$ cat config.mk
export PLATFORM = sky130hd
export DESIGN_NAME = fetch_tick_queue
export DESIGN_NICKNAME = d
export VERILOG_FILES = /design/src/rtl/fetch_tick_queue_pkg.sv /design/src/rtl/ftq_storage.sv /design/src/rtl/fetch_tick_queue.sv
export SDC_FILE = /design/constraint.sdc
export NUM_CORES = 1
export LEC_CHECK = 0
export CORE_MARGIN = 2
export CORE_UTILIZATION = 48
export CTS_CLUSTER_DIAMETER = 200
export DETAILED_ROUTE_END_ITERATION = 10
export PLACE_DENSITY = 0.76
export SYNTH_ARGS = -nofsm -noshare
export SYNTH_HDL_FRONTEND = slang
export SYNTH_HIERARCHICAL = 1
export SYNTH_SLANG_ARGS = --single-unit
export TNS_END_PERCENT = 50
$ cat constraint.sdc
create_clock -name clk -period 2.25 [get_ports clk]
set_input_delay 0.45 -clock clk [delete_from_list [all_inputs] [get_ports clk]]
set_output_delay 0.45 -clock clk [all_outputs]
set_load 0.01 [all_outputs]
$ cat src/rtl/fetch_tick_queue_pkg.sv
// Shared types and constants for the tick-paced fetch request queue.
package fetch_tick_queue_pkg;

  typedef enum logic [1:0] {
    IDLE  = 2'd0,
    WAIT  = 2'd1,
    ARMED = 2'd2
  } ftq_state_e;

  localparam int MISS_W      = 8;
  localparam int FTQ_DATA_W  = 32;
  localparam int FTQ_DEPTH   = 4;

endpackage

$ cat src/rtl/ftq_storage.sv
// Circular register-array FIFO storage: pointers and occupancy, no flow control.
module ftq_storage #(
  parameter int DATA_W = 32,
  parameter int DEPTH  = 4,
  localparam int PTR_W = $clog2(DEPTH)
) (
  input  logic              clk,
  input  logic              rst,
  input  logic              push,
  input  logic              pop,
  input  logic [DATA_W-1:0] wdata,
  output logic [DATA_W-1:0] rdata,
  output logic [PTR_W:0]    count,
  output logic              full,
  output logic              empty
);

  logic [DATA_W-1:0] mem [DEPTH];
  logic [PTR_W-1:0]  rd_ptr;
  logic [PTR_W-1:0]  wr_ptr;

  // Pointers wrap naturally because DEPTH is a power of two.
  always_ff @(posedge clk or posedge rst) begin
    if (rst) begin
      rd_ptr <= '0;
      wr_ptr <= '0;
      count  <= '0;
    end else begin
      if (push) wr_ptr <= wr_ptr + 1'b1;
      if (pop)  rd_ptr <= rd_ptr + 1'b1;
      case ({push, pop})
        2'b10:   count <= count + 1'b1;
        2'b01:   count <= count - 1'b1;
        default: count <= count;
      endcase
    end
  end

  // Data array carries no reset; contents are only meaningful below count.
  always_ff @(posedge clk) begin
    if (push) mem[wr_ptr] <= wdata;
  end

  assign rdata = mem[rd_ptr];
  assign full  = (count == (PTR_W+1)'(DEPTH));
  assign empty = (count == '0);

endmodule

$ cat src/rtl/fetch_tick_queue.sv
// Fetch queue releasing at most one entry per rate-counter tick.
// Optional lost-tick counter enabled by FETCH_TICK_QUEUE_MISS_CNT_EN.
module fetch_tick_queue
  import fetch_tick_queue_pkg::*;
#(
  parameter int DATA_W = FTQ_DATA_W,
  parameter int DEPTH  = FTQ_DEPTH,
  localparam int PTR_W = $clog2(DEPTH)
) (
  input  logic              clk,
  input  logic              rst,
  input  logic              tick,
  output logic              cntr_enb,
  input  logic              in_valid,
  input  logic [DATA_W-1:0] in_data,
  output logic              in_ready,
  output logic              out_valid,
  output logic [DATA_W-1:0] out_data,
  input  logic              out_ready,
  output logic [PTR_W:0]    count,
  output logic              full,
  output logic              empty,
  output logic [MISS_W-1:0] tick_miss_cnt
);

  ftq_state_e state, state_nxt;
  logic push, pop, emptying;

  assign in_ready  = !full;
  assign out_valid = (state == ARMED);
  assign cntr_enb  = !empty;
  assign push      = in_valid && in_ready;
  assign pop       = out_valid && out_ready;
  assign emptying  = pop && !push && (count == (PTR_W+1)'(1));

  ftq_storage #(
    .DATA_W (DATA_W),
    .DEPTH  (DEPTH)
  ) u_storage (
    .clk   (clk),
    .rst   (rst),
    .push  (push),
    .pop   (pop),
    .wdata (in_data),
    .rdata (out_data),
    .count (count),
    .full  (full),
    .empty (empty)
  );

  always_ff @(posedge clk or posedge rst) begin
    if (rst) state <= IDLE;
    else     state <= state_nxt;
  end

  // A single credit: a tick arms the head, a pop spends it unless a tick lands with it.
  always_comb begin
    state_nxt = state;
    case (state)
      IDLE:    if (push) state_nxt = WAIT;
      WAIT:    if (tick) state_nxt = ARMED;
      ARMED: begin
        if (pop) begin
          if (emptying)  state_nxt = IDLE;
          else if (tick) state_nxt = ARMED;
          else           state_nxt = WAIT;
        end
      end
      default: state_nxt = IDLE;
    endcase
  end

`ifdef FETCH_TICK_QUEUE_MISS_CNT_EN
  logic discard;
  logic [MISS_W-1:0] miss_cnt;

  assign discard = tick && ((state == IDLE) ||
                            ((state == ARMED) && (!pop || emptying)));

  always_ff @(posedge clk or posedge rst) begin
    if (rst)                           miss_cnt <= '0;
    else if (discard && !(&miss_cnt))  miss_cnt <= miss_cnt + 1'b1;
  end

  assign tick_miss_cnt = miss_cnt;
`else
  assign tick_miss_cnt = '0;
`endif

endmodule
==> run summary, run 1 <==
Outcome
• **outcome** complete, but fails checks
• **failing checks** negative setup slack

Detailed routing
• **top metal layer carrying routed signals** met5
• **number of vias per cell** 5.13
• **residual DRC count** 0
• **routed via count** 2553
• **WL/cell** 18.9 µm
• **total length of routed met3 wires** 534 µm
• **First-pass DRT Iterations** 4
• **wirelength, routed** 9390 µm
• **post-route ant nets** 0
• **number of DRC markers in iteration 0** 179
• **DRT met1 WL** 3770 µm
• **detailed-routed wire length on met2** 4950 µm

Yosys
• **Seq cells post-synth** 137
• **combinational family with the most area after synthesis** multiplexers
• **Post-synth ARST share** 0.0657
• **ys flop type** sky130_fd_sc_hd__edfxtp_1
• **Post-Synth Adder-Cell Area** 0.0156
• **synthesized netlist cell count** 233
• **synth warn** 6
• **cell taking the most area after synthesis** sky130_fd_sc_hd__edfxtp_1
• **multiplexer fraction of the synthesized cell area** 0.141
• **post-synthesis simple-gate area fraction** 0.0173
• **complex-gate fraction of the synthesized area** 0.00852
• **area share of the largest cell type after synthesis** 0.727
• **parity-gate share of the synthesized area counting xor and xnor cells** 0.00994
• **netlist area before placement** 0.00529 mm²
• **top cells by area in the synthesized netlist** sky130_fd_sc_hd__edfxtp_1 73%, sky130_fd_sc_hd__mux4_2 12%, sky130_fd_sc_hd__dfrtp_1 4.3%, sky130_fd_sc_hd__mux4_1 2.0%, sky130_fd_sc_hd__ha_1 1.2%
• **Mapped Avg Cell Area** 22.7 µm²
• **Post-synth EDFFs** 128
• **share of synthesized area occupied by flip-flops and latches** 0.770
• **post-synth cell types** 31

Clocking
• **number of H-tree levels** 4
• **CTS tree** yes
• **clock latency on the worst-skew pair** 0.51 ns
• **total number of clock tree sinks** 137
• **clock root buffer master** sky130_fd_sc_hd__clkbuf_8
• **number of CTS-inserted buffers** 17
• **count of hold-fix buffers inserted at cts** 0
• **Longest Clk Path Bufs** 2
• **clk slew on worst S/H paths** 0.05 ns

Timing
• **Worst Slack Setup Final** -0.0697 ns
• **worst hold-check slack** 0.141 ns
• **final period utilization** 1.03
• **clock skew after layout** 0.00372 ns
• **Final min period** 2.32 ns
• **Final Hold Violating Endpoints** 0
• **pins over their slew limit** 0
• **setup repair after global routing missed its margin** true
• **final-report setup violation count** 23
• **Setup TNS** -0.800 ns
• **highest attainable clock frequency** 431 MHz

Worst setup path
• **setup slack of the most critical reg-to-reg path** 0.13 ns
• **r2r worst-path depth** 10
• **startpoint of the worst-slack reg-to-reg timing path** u_storage/count[1]$_DFFE_PP0P_
• **r2r endpoint** u_storage/count[2]$_DFFE_PP0P_
• **crit end category** output pin
• **crit path launch type** flop
• **data required time of the critical path** 1.80 ns
• **arrival time at the worst endpoint** 1.87 ns
• **critical path type** flop to output pin
• **biggest fanout along the worst timing path** 5

Cells and area
• **count of antenna diodes in the layout** 0
• **synthesis-to-layout area growth** 32.1%
• **combined area of the multi-input logic cells** 0.00104 mm²
• **number of fill cells** 727
• **fraction of layout instances using a drive strength above 1** 0.349
• **footprint of the flip-flops and latches** 0.00407 mm²
• **net count of the finished layout** 389

Placement
• **GPL Wtd Cong** 0.702
• **PortBufs** 76
• **DPL Wire Length** 5930 µm

Pwr
• **cell leakage power** 2.48 nW
• **power density of the placed cells** 1350 mW/mm²
• **Peak VDD IR** 724 µV

Global route
• **total grt overflow** 0
• **number of antenna violations at the first check in global routing** 1
• **vias in the first global route** 2740
• **Overall Global Routing Usage** 0.175
• **global-route wire length before repair** 14500 µm
• **largest net degree at the start of global routing** 28

Die
• **Std-Cell Rows** 38
• **Core Box Area** 0.0108 mm²
• **x dimension of the die** 109 µm
• **Top Ports** 85
• **die outline height** 109 µm
• **die area** 0.0119 mm²
• **effective utilization at floorplan** 0.490

Worst hold path
• **path category of the worst min-delay check** input pin to async pin

Flow run
• **max-cap viol count** 0

[flip-flops by register name, summed over array words and instances, names as in the netlist]
| name | cells |
|---|---|
| u_storage/count | 3 |
| u_storage/rd_ptr | 2 |
| u_storage/wr_ptr | 2 |
| state | 2 |
| u_storage/mem | 128 |
[area by class of cell]
type                            count  share of cell area
Clock buffer                       21              0.0615
Clock inverter                     10              0.0149
Inverter                           12             0.00645
Multi-Input combinational cell     75               0.150
Sequential cell                   137               0.583
Tap cell                          140              0.0251
Timing Repair Buffer              103               0.159
[metrics by stage]
step                      setup slack, ns  std cells  area [µm²]  power (W)   util
after detailed placement           -0.114        457        6360    0.00680  0.589
after floorplan                   -0.0628        240        5310    0.00530      -
after CTS                          -0.131        500        7000    0.00962  0.649
after global routing               -0.140        498        6980    0.00988  0.647
after global placement            -0.0235        457        6360    0.00671  0.589
final                             -0.0697        498        6980    0.00941  0.647
[cells by family (layout without fill, tap and decap cells)]
kind of cell,after synthesis,count (layout)
AO/OA/AOI/OAI,6,6
XOR/XNOR,6,6
adder cells (fa/ha/maj),6,6
buffers and inverters,28,146
flip-flops,137,137
multiplexers,33,33
other,1,8
AND/OR/NAND/NOR,16,16
[how the worst max path moves through the flow]
stage	start	cells after the start	to	slack, ns
after floorplan	u_storage/count[0]$_DFFE_PP0P_	4	u_storage/mem[1][0]$_DFFE_PP_	-0.06
after global routing	u_storage/rd_ptr[0]$_DFFE_PP0P_	4	out_data[20]	-0.14
after CTS	u_storage/rd_ptr[0]$_DFFE_PP0P_	5	out_data[14]	-0.13
after detailed placement	out_ready	9	u_storage/count[2]$_DFFE_PP0P_	-0.11
final	u_storage/rd_ptr[0]$_DFFE_PP0P_	4	out_data[3]	-0.07
after global placement	out_ready	9	u_storage/count[2]$_DFFE_PP0P_	-0.02
[cell usage in the layout, fill, tap and decap left out, types with 2 or more instances in the layout]
| cell | netlist | routed |
|---|---|---|
| sky130_fd_sc_hd__dlygate4sd2_1 | 0 | 3 |
| sky130_fd_sc_hd__xor2_1 | 4 | 4 |
| sky130_fd_sc_hd__bufinv_16 | 0 | 2 |
| sky130_fd_sc_hd__clkdlybuf4s50_1 | 0 | 41 |
| sky130_fd_sc_hd__ha_1 | 5 | 5 |
| sky130_fd_sc_hd__conb_1 | 1 | 8 |
| sky130_fd_sc_hd__clkbuf_16 | 0 | 16 |
| sky130_fd_sc_hd__buf_12 | 3 | 11 |
| sky130_fd_sc_hd__dfrtp_1 | 9 | 7 |
| sky130_fd_sc_hd__dfrtp_2 | 0 | 2 |
| sky130_fd_sc_hd__nor2_1 | 2 | 2 |
| sky130_fd_sc_hd__a21oi_1 | 2 | 2 |
| sky130_fd_sc_hd__buf_2 | 3 | 10 |
| sky130_fd_sc_hd__clkinv_2 | 0 | 4 |
| sky130_fd_sc_hd__clkbuf_1 | 1 | 4 |
| sky130_fd_sc_hd__buf_6 | 1 | 26 |
| sky130_fd_sc_hd__buf_4 | 8 | 11 |
| sky130_fd_sc_hd__nand2_1 | 2 | 2 |
| sky130_fd_sc_hd__clkinv_1 | 0 | 2 |
| sky130_fd_sc_hd__edfxtp_1 | 128 | 128 |
| sky130_fd_sc_hd__and2_2 | 0 | 4 |
| sky130_fd_sc_hd__mux4_2 | 28 | 32 |
| sky130_fd_sc_hd__xnor2_1 | 2 | 2 |
| sky130_fd_sc_hd__inv_1 | 12 | 12 |
[report_power, final]
group,total (W),leakage (nW),switching (W),internal (W)
clock network,0.00246,0.260,0.000913,0.00155
logic,0.00336,0.945,0.00147,0.00189
registers,0.00358,1.28,0.000202,0.00338
total,0.00941,2.48,0.00259,0.00682
[cell usage after synthesis (all sizes together), types with 2 or more instances]
library cell  instances
a21oi                 2
and2                  4
buf                  15
dfrtp                 9
edfxtp              128
ha                    5
inv                  12
mux4                 32
nand2                 2
nor2                  2
nor3                  2
xnor2                 2
xor2                  4
[routing by layer]
| metal | global-route usage | vias up |
|---|---|---|
| met3 | 0.0568 | 14 |
| met5 | 0 | - |
| met2 | 0.285 | 81 |
| met4 | 0.0742 | 2 |
| li1 | - | 1153 |
| met1 | 0.216 | 1303 |
[critical path, cell delays in order, from the launching register on]
cell and delay (ns):
sky130_fd_sc_hd__dfrtp_2 0.41, sky130_fd_sc_hd__buf_6 0.15, sky130_fd_sc_hd__buf_12 0.13, sky130_fd_sc_hd__mux4_2 0.53
sky130_fd_sc_hd__buf_6 0.14
[timing repair]
action	CTS	global route
pin swaps	0	0
setup endpoints to repair	36	34
gates cloned	3	0
buffers inserted	9	0
resized for setup	162	7
hold endpoints to repair	0	0
Note: power is estimated with default switching activity, not from simulation.
==> inputs of run 2 (changes only) <==
--- a/config.mk
+++ b/config.mk
@@ -7,6 +7,7 @@
 export LEC_CHECK = 0
 export CORE_MARGIN = 2
 export CORE_UTILIZATION = 48
+export CTS_BUF_LIST = sky130_fd_sc_hd__clkbuf_16
 export CTS_CLUSTER_DIAMETER = 200
 export DETAILED_ROUTE_END_ITERATION = 10
 export PLACE_DENSITY = 0.76
==> run 2 against run 1 <==
  * The run still ends with negative setup slack left
  * Global-route usage is essentially flat
  * Cell count up 1.0%
  * Fmax rose by 1.5%
  * Via count grew 0.94%
==> run summary, run 2 (synthesis gave the netlist of run 1 again) <==
Worst setup path
• **critical path type** flop to output pin
• **biggest fanout along the worst timing path** 7
• **crit end category** output pin
• **ordered list of cells on the worst path** buf_6, buf_12, buf_12, mux4_2, buf_6
• **crit path launch type** flop
• **delay contributed by the slowest stage of the critical path** 0.52 ns
• **cell with the largest stage delay on the worst path** sky130_fd_sc_hd__mux4_2
• **arrival time at the worst endpoint** 1.84 ns
• **cell family with most CP delay** multiplexers
• **data required time of the critical path** 1.80 ns
• **Bufs and invs on worst path** 4

Outcome
• **outcome** complete, but fails checks
• **failing checks** negative setup slack

Timing
• **Final min period** 2.29 ns
• **final period utilization** 1.02
• **setup repair after global routing missed its margin** true
• **Worst Slack Setup Final** -0.0363 ns
• **Setup TNS** -0.157 ns
• **highest attainable clock frequency** 437 MHz
• **final-report setup violation count** 9
• **pins over their slew limit** 0
• **Final Hold Violating Endpoints** 0
• **clock skew after layout** 0.00985 ns

Worst hold path
• **path category of the worst min-delay check** input pin to async pin

Die
• **Top Ports** 85
• **die outline height** 109 µm
• **die area** 0.0119 mm²
• **effective utilization at floorplan** 0.490
• **x dimension of the die** 109 µm
• **Core Box Area** 0.0108 mm²
• **Std-Cell Rows** 38

Placement
• **GPL Wtd Cong** 0.702
• **DPL Wire Length** 5930 µm
• **PortBufs** 76

Cells and area
• **max FFs per register** 128
• **count of antenna diodes in the layout** 0
• **synthesis-to-layout area growth** 32.4%
• **fraction of layout instances using a drive strength above 1** 0.353
• **most flop-heavy register** u_storage/mem
• **commonest non-fill, non-tap cells in the layout** 128 x sky130_fd_sc_hd__edfxtp_1, 44 x sky130_fd_sc_hd__clkdlybuf4s50_1, 31 x sky130_fd_sc_hd__mux4_2
• **net count of the finished layout** 394
• **most frequent standard cell in the layout excluding fill and tap cells** sky130_fd_sc_hd__edfxtp_1
• **largest registers** u_storage/mem (128), u_storage/count (3)

Detailed routing
• **residual DRC count** 0
• **wirelength, routed** 9350 µm
• **WL/cell** 18.6 µm
• **number of vias per cell** 5.12
• **First-pass DRT Iterations** 4
• **routed via count** 2577
• **number of DRC markers in iteration 0** 172
• **post-route ant nets** 0

Global route
• **global-route wire length before repair** 14400 µm
• **Overall Global Routing Usage** 0.175
• **vias in the first global route** 2742
• **largest net degree at the start of global routing** 28
• **number of antenna violations at the first check in global routing** 1
• **total grt overflow** 0

Clocking
• **number of CTS-inserted buffers** 17
• **number of H-tree levels** 4
• **total number of clock tree sinks** 137
• **clk slew on worst S/H paths** 0.05 ns
• **Longest Clk Path Bufs** 2
• **clock root buffer master** sky130_fd_sc_hd__clkbuf_16
• **CTS tree** yes
• **clock latency on the worst-skew pair** 0.41 ns

Flow run
• **max-cap viol count** 0

Pwr
• **Peak VDD IR** 745 µV
• **power density of the placed cells** 1340 mW/mm²
• **post-layout power** 0.00941 W
• **cell leakage power** 2.51 nW

[run 2: changes by cell type in the layout (fill, tap and decap cells not counted), moves of 3 or more]
| cell | delta |
|---|---|
| sky130_fd_sc_hd__buf_6 | -9 |
| sky130_fd_sc_hd__buf_4 | +6 |
| sky130_fd_sc_hd__buf_2 | +4 |
| sky130_fd_sc_hd__clkbuf_1 | -4 |
| sky130_fd_sc_hd__inv_1 | +4 |
| sky130_fd_sc_hd__clkdlybuf4s15_2 | +3 |
| sky130_fd_sc_hd__clkdlybuf4s50_1 | +3 |
| sky130_fd_sc_hd__dlygate4sd2_1 | -3 |
[run 2: layout make-up]
| class | instances | area (µm²) |
|---|---|---|
| clock buffers | 17 | 425 |
| multi-input cells | 75 | 1050 |
| clock inverters | 14 | 119 |
| well taps | 140 | 175 |
| fillers | 732 | 3790 |
| inverters | 12 | 45.0 |
| flip-flops and latches | 137 | 4070 |
| repair buffers | 108 | 1120 |
[run 2: path summary, 6_finish.rpt]
kind	startpoint	to	slack, ns	cells after the start
max in group asynchronous	rst	u_storage/rd_ptr[1]$_DFFE_PP0P_	1.68	2
worst min register to register	u_storage/count[0]$_DFFE_PP0P_	u_storage/count[0]$_DFFE_PP0P_	0.56	1
min in group clk	u_storage/count[0]$_DFFE_PP0P_	u_storage/count[0]$_DFFE_PP0P_	0.56	1
worst min-delay path	rst	state[0]$_DFFE_PP0P_	0.25	2
worst max register to register	u_storage/count[1]$_DFFE_PP0P_	u_storage/count[2]$_DFFE_PP0P_	0.13	10
worst max-delay path	u_storage/rd_ptr[0]$_DFFE_PP0P_	out_data[20]	-0.04	5
[run 2: power breakdown]
part	switching (W)	internal (W)
Clock	0.000910	0.00159
Sequential	0.000207	0.00338
Combinational	0.00145	0.00187
Total	0.00257	0.00684
[run 2: repair_timing]
action                                  CTS  global route
gates cloned                              2             0
resized for setup                       127            20
endpoints found under the setup margin   32            24
pin swaps                                 0             0
hold buffers                              0             0
buffers inserted                          8             6
[run 2: layer usage]
metal / vias to the layer above / wire length (µm) / global-route usage
li1: 1164 / - / -
met1: 1313 / 3760 / 0.209
met2: 84 / 4930 / 0.285
met3: 14 / 513 / 0.0646
met4: 2 / 135 / 0.0751
met5: - / 13 / 0
[run 2: metrics by stage]
stage	hold slack, ns	instances	cell area [µm²]	setup slack, ns	util
4_1_cts	0.230	498	6910	-0.0759	0.640
3_5_place_dp	0.532	457	6360	-0.114	0.589
6_report	0.248	503	7000	-0.0363	0.648
3_3_place_gp	0.516	457	6360	-0.0235	0.589
2_1_floorplan	0.191	240	5310	-0.0628	-
5_1_grt	0.250	503	7000	-0.103	0.648
==> RTL change, RTL diff (config.mk and constraints of run 1) <==
Change the package constant `MISS_W` from 8 to 9.
--- a/src/rtl/fetch_tick_queue_pkg.sv
+++ b/src/rtl/fetch_tick_queue_pkg.sv
@@ -9,3 +9,3 @@
 
-  localparam int MISS_W      = 8;
+  localparam int MISS_W      = 9;
   localparam int FTQ_DATA_W  = 32;
Interface: changed (resized tick_miss_cnt); port bits go from 85 to 86. The function was not compared with the original's and may differ.
==> RTL change against run 1 <==
The flow still finishes with violations (negative setup slack); cell area grew 0.13%; non-clock buffer count is the same; routed wire length shrank 2.0%; worst setup slack gained 0.014 ns; sequential cell count is the same; cell count grew 0.40%; total power shrank 0.57%; area after synthesis grew 0.14%; sequential share of layout area shrank 0.055 points; largest cell class unchanged.
==> RTL change: results (changes against run 1) <==
path_max_fanout: 8  # +3
power_leakage_nw: 2.49  # about the same
rr_startpoint: "u_storage/count[0]"
min_path_type: "primary input to asynchronous set/reset pin"
syn_avg_cell_area_um2: 22.6  # -0.29%
fillers: 760  # +4.5%
grt_max_degree: 26  # -7.1%
synth_xor_area_frac: 0.00993  # -0.0000141
drt_wl_total_um: 9200  # -2.0%
drive_gt1_frac: 0.350  # +0.000838
yosysSeqAreaShare: 0.769  # -0.00109
dp_slack_ns: -0.176  # -0.0621 ns
fin_skew_ns: 0.00737  # +0.00365 ns
muxShareOfSynthArea: 0.141  # -0.000200
biggestRegsByFlops: "u_storage/mem (128), u_storage/count (3)"
worstSkewPairLatency_ns: 0.51  # about the same
place_congestion: 0.774  # +10%
synth_fa_ha_area_frac: 0.0156  # -0.0000222
dp_hpwl_um: 5840  # -1.5%
setup_ws_ns: -0.0556  # +0.0141 ns
multiInputGateArea_um2: 1060  # +1.2%
synth_common_cells: "edfxtp_1, mux4_2, inv_1, buf_4, dfrtp_1"
root_buffer: "clkbuf_8"
nets: 390  # +0.26%
violations: "negative setup slack"
setup_viol: 25  # +8.7%
ir_worst_vdd_uv: 727  # +0.42%
grt_usage: 0.168  # -0.00698
clk_pin_slew_worst_paths_ns: 0.06
synth_compound_area_frac: 0.00851  # -0.0000121
status: "finished with violations"
grt_pass1_vias: 2772  # +1.2%
placed_cells: 458  # +0.22%
vias: 2564  # +0.43%
grt_pass1_wl_um: 14100  # -2.9%
regToRegSetupSlack_ns: 0.16  # +0.03 ns
fin_tns_setup_ns: -0.640  # +0.160 ns
yosys-top-cells-area: "edfxtp_1, mux4_2, dfrtp_1"
synth-edff-count: 128  # unchanged
first_iter_violations: 120  # -33%
antenna_found_initial: 0  # -1
crit_end: "out_data[17]"
==> RTL change: power by group <==
group	switching (mW)	internal [mW]
Combinational	1.46	1.94
Sequential	0.200	3.38
Clock	0.929	1.44
Total	2.59	6.76
==> RTL change: area by class of cell <==
type	count	share of cell area
clock buffers	22	0.0620
flip-flops and latches	137	0.583
repair buffers	103	0.161
well taps	140	0.0251
multi-input cells	76	0.151
clock inverters	10	0.0113
inverters	12	0.00645
==> RTL change: what timing repair did <==
item                       in CTS  in global routing
setup buffers                   7                  3
gates cloned                    0                  0
gates resized for setup       147                 18
pin swaps                       0                  0
setup endpoints to repair      35                 33
==> RTL change: logic make-up (layout without fill, tap and decap cells) <==
family | Yosys count | after routing
multiplexers | 33 | 33
flip-flops | 137 | 137
buffers and inverters | 29 | 147
AO/OA/AOI/OAI | 6 | 6
XOR/XNOR | 6 | 6
other | 1 | 9
AND/OR/NAND/NOR | 16 | 16
adder cells (fa/ha/maj) | 6 | 6
==> RTL change: per-layer routing <==
metal / vias to the layer above / global-route usage / routed length [um]
li1: 1155 / - / -
met1: 1323 / 0.203 / 3730
met2: 80 / 0.283 / 4920
met3: 6 / 0.0574 / 470
met4: 0 / 0.0577 / 77
met5: - / 0 / 0
==> RTL change: critical path: cells and delay by family (launching register included) <==
kind | cells | cell delay [ns]
mux | 1 | 0.52
buf+inv | 3 | 0.42
flops | 1 | 0.40
==> RTL change: stage by stage <==
step | hold slack (ns) | area [um^2]
final | 0.138 | 6990
after global routing | 0.140 | 6990
after CTS | 0.122 | 6870
after detailed placement | 0.524 | 6340
after global placement | 0.510 | 6340
after floorplan | 0.191 | 5330
==> RTL change: worst min-delay path by stage <==
stage                                   start                  end  slack [ns]  cells past startpoint
final                                     rst             state[1]        0.14                      2
after global routing                      rst             state[0]        0.14                      2
after CTS                                 rst             state[1]        0.12                      2
after detailed placement  u_storage/wr_ptr[0]  u_storage/wr_ptr[0]        0.52                      1
after global placement    u_storage/wr_ptr[0]  u_storage/wr_ptr[0]        0.51                      1
after floorplan                           rst             state[0]        0.19                      1
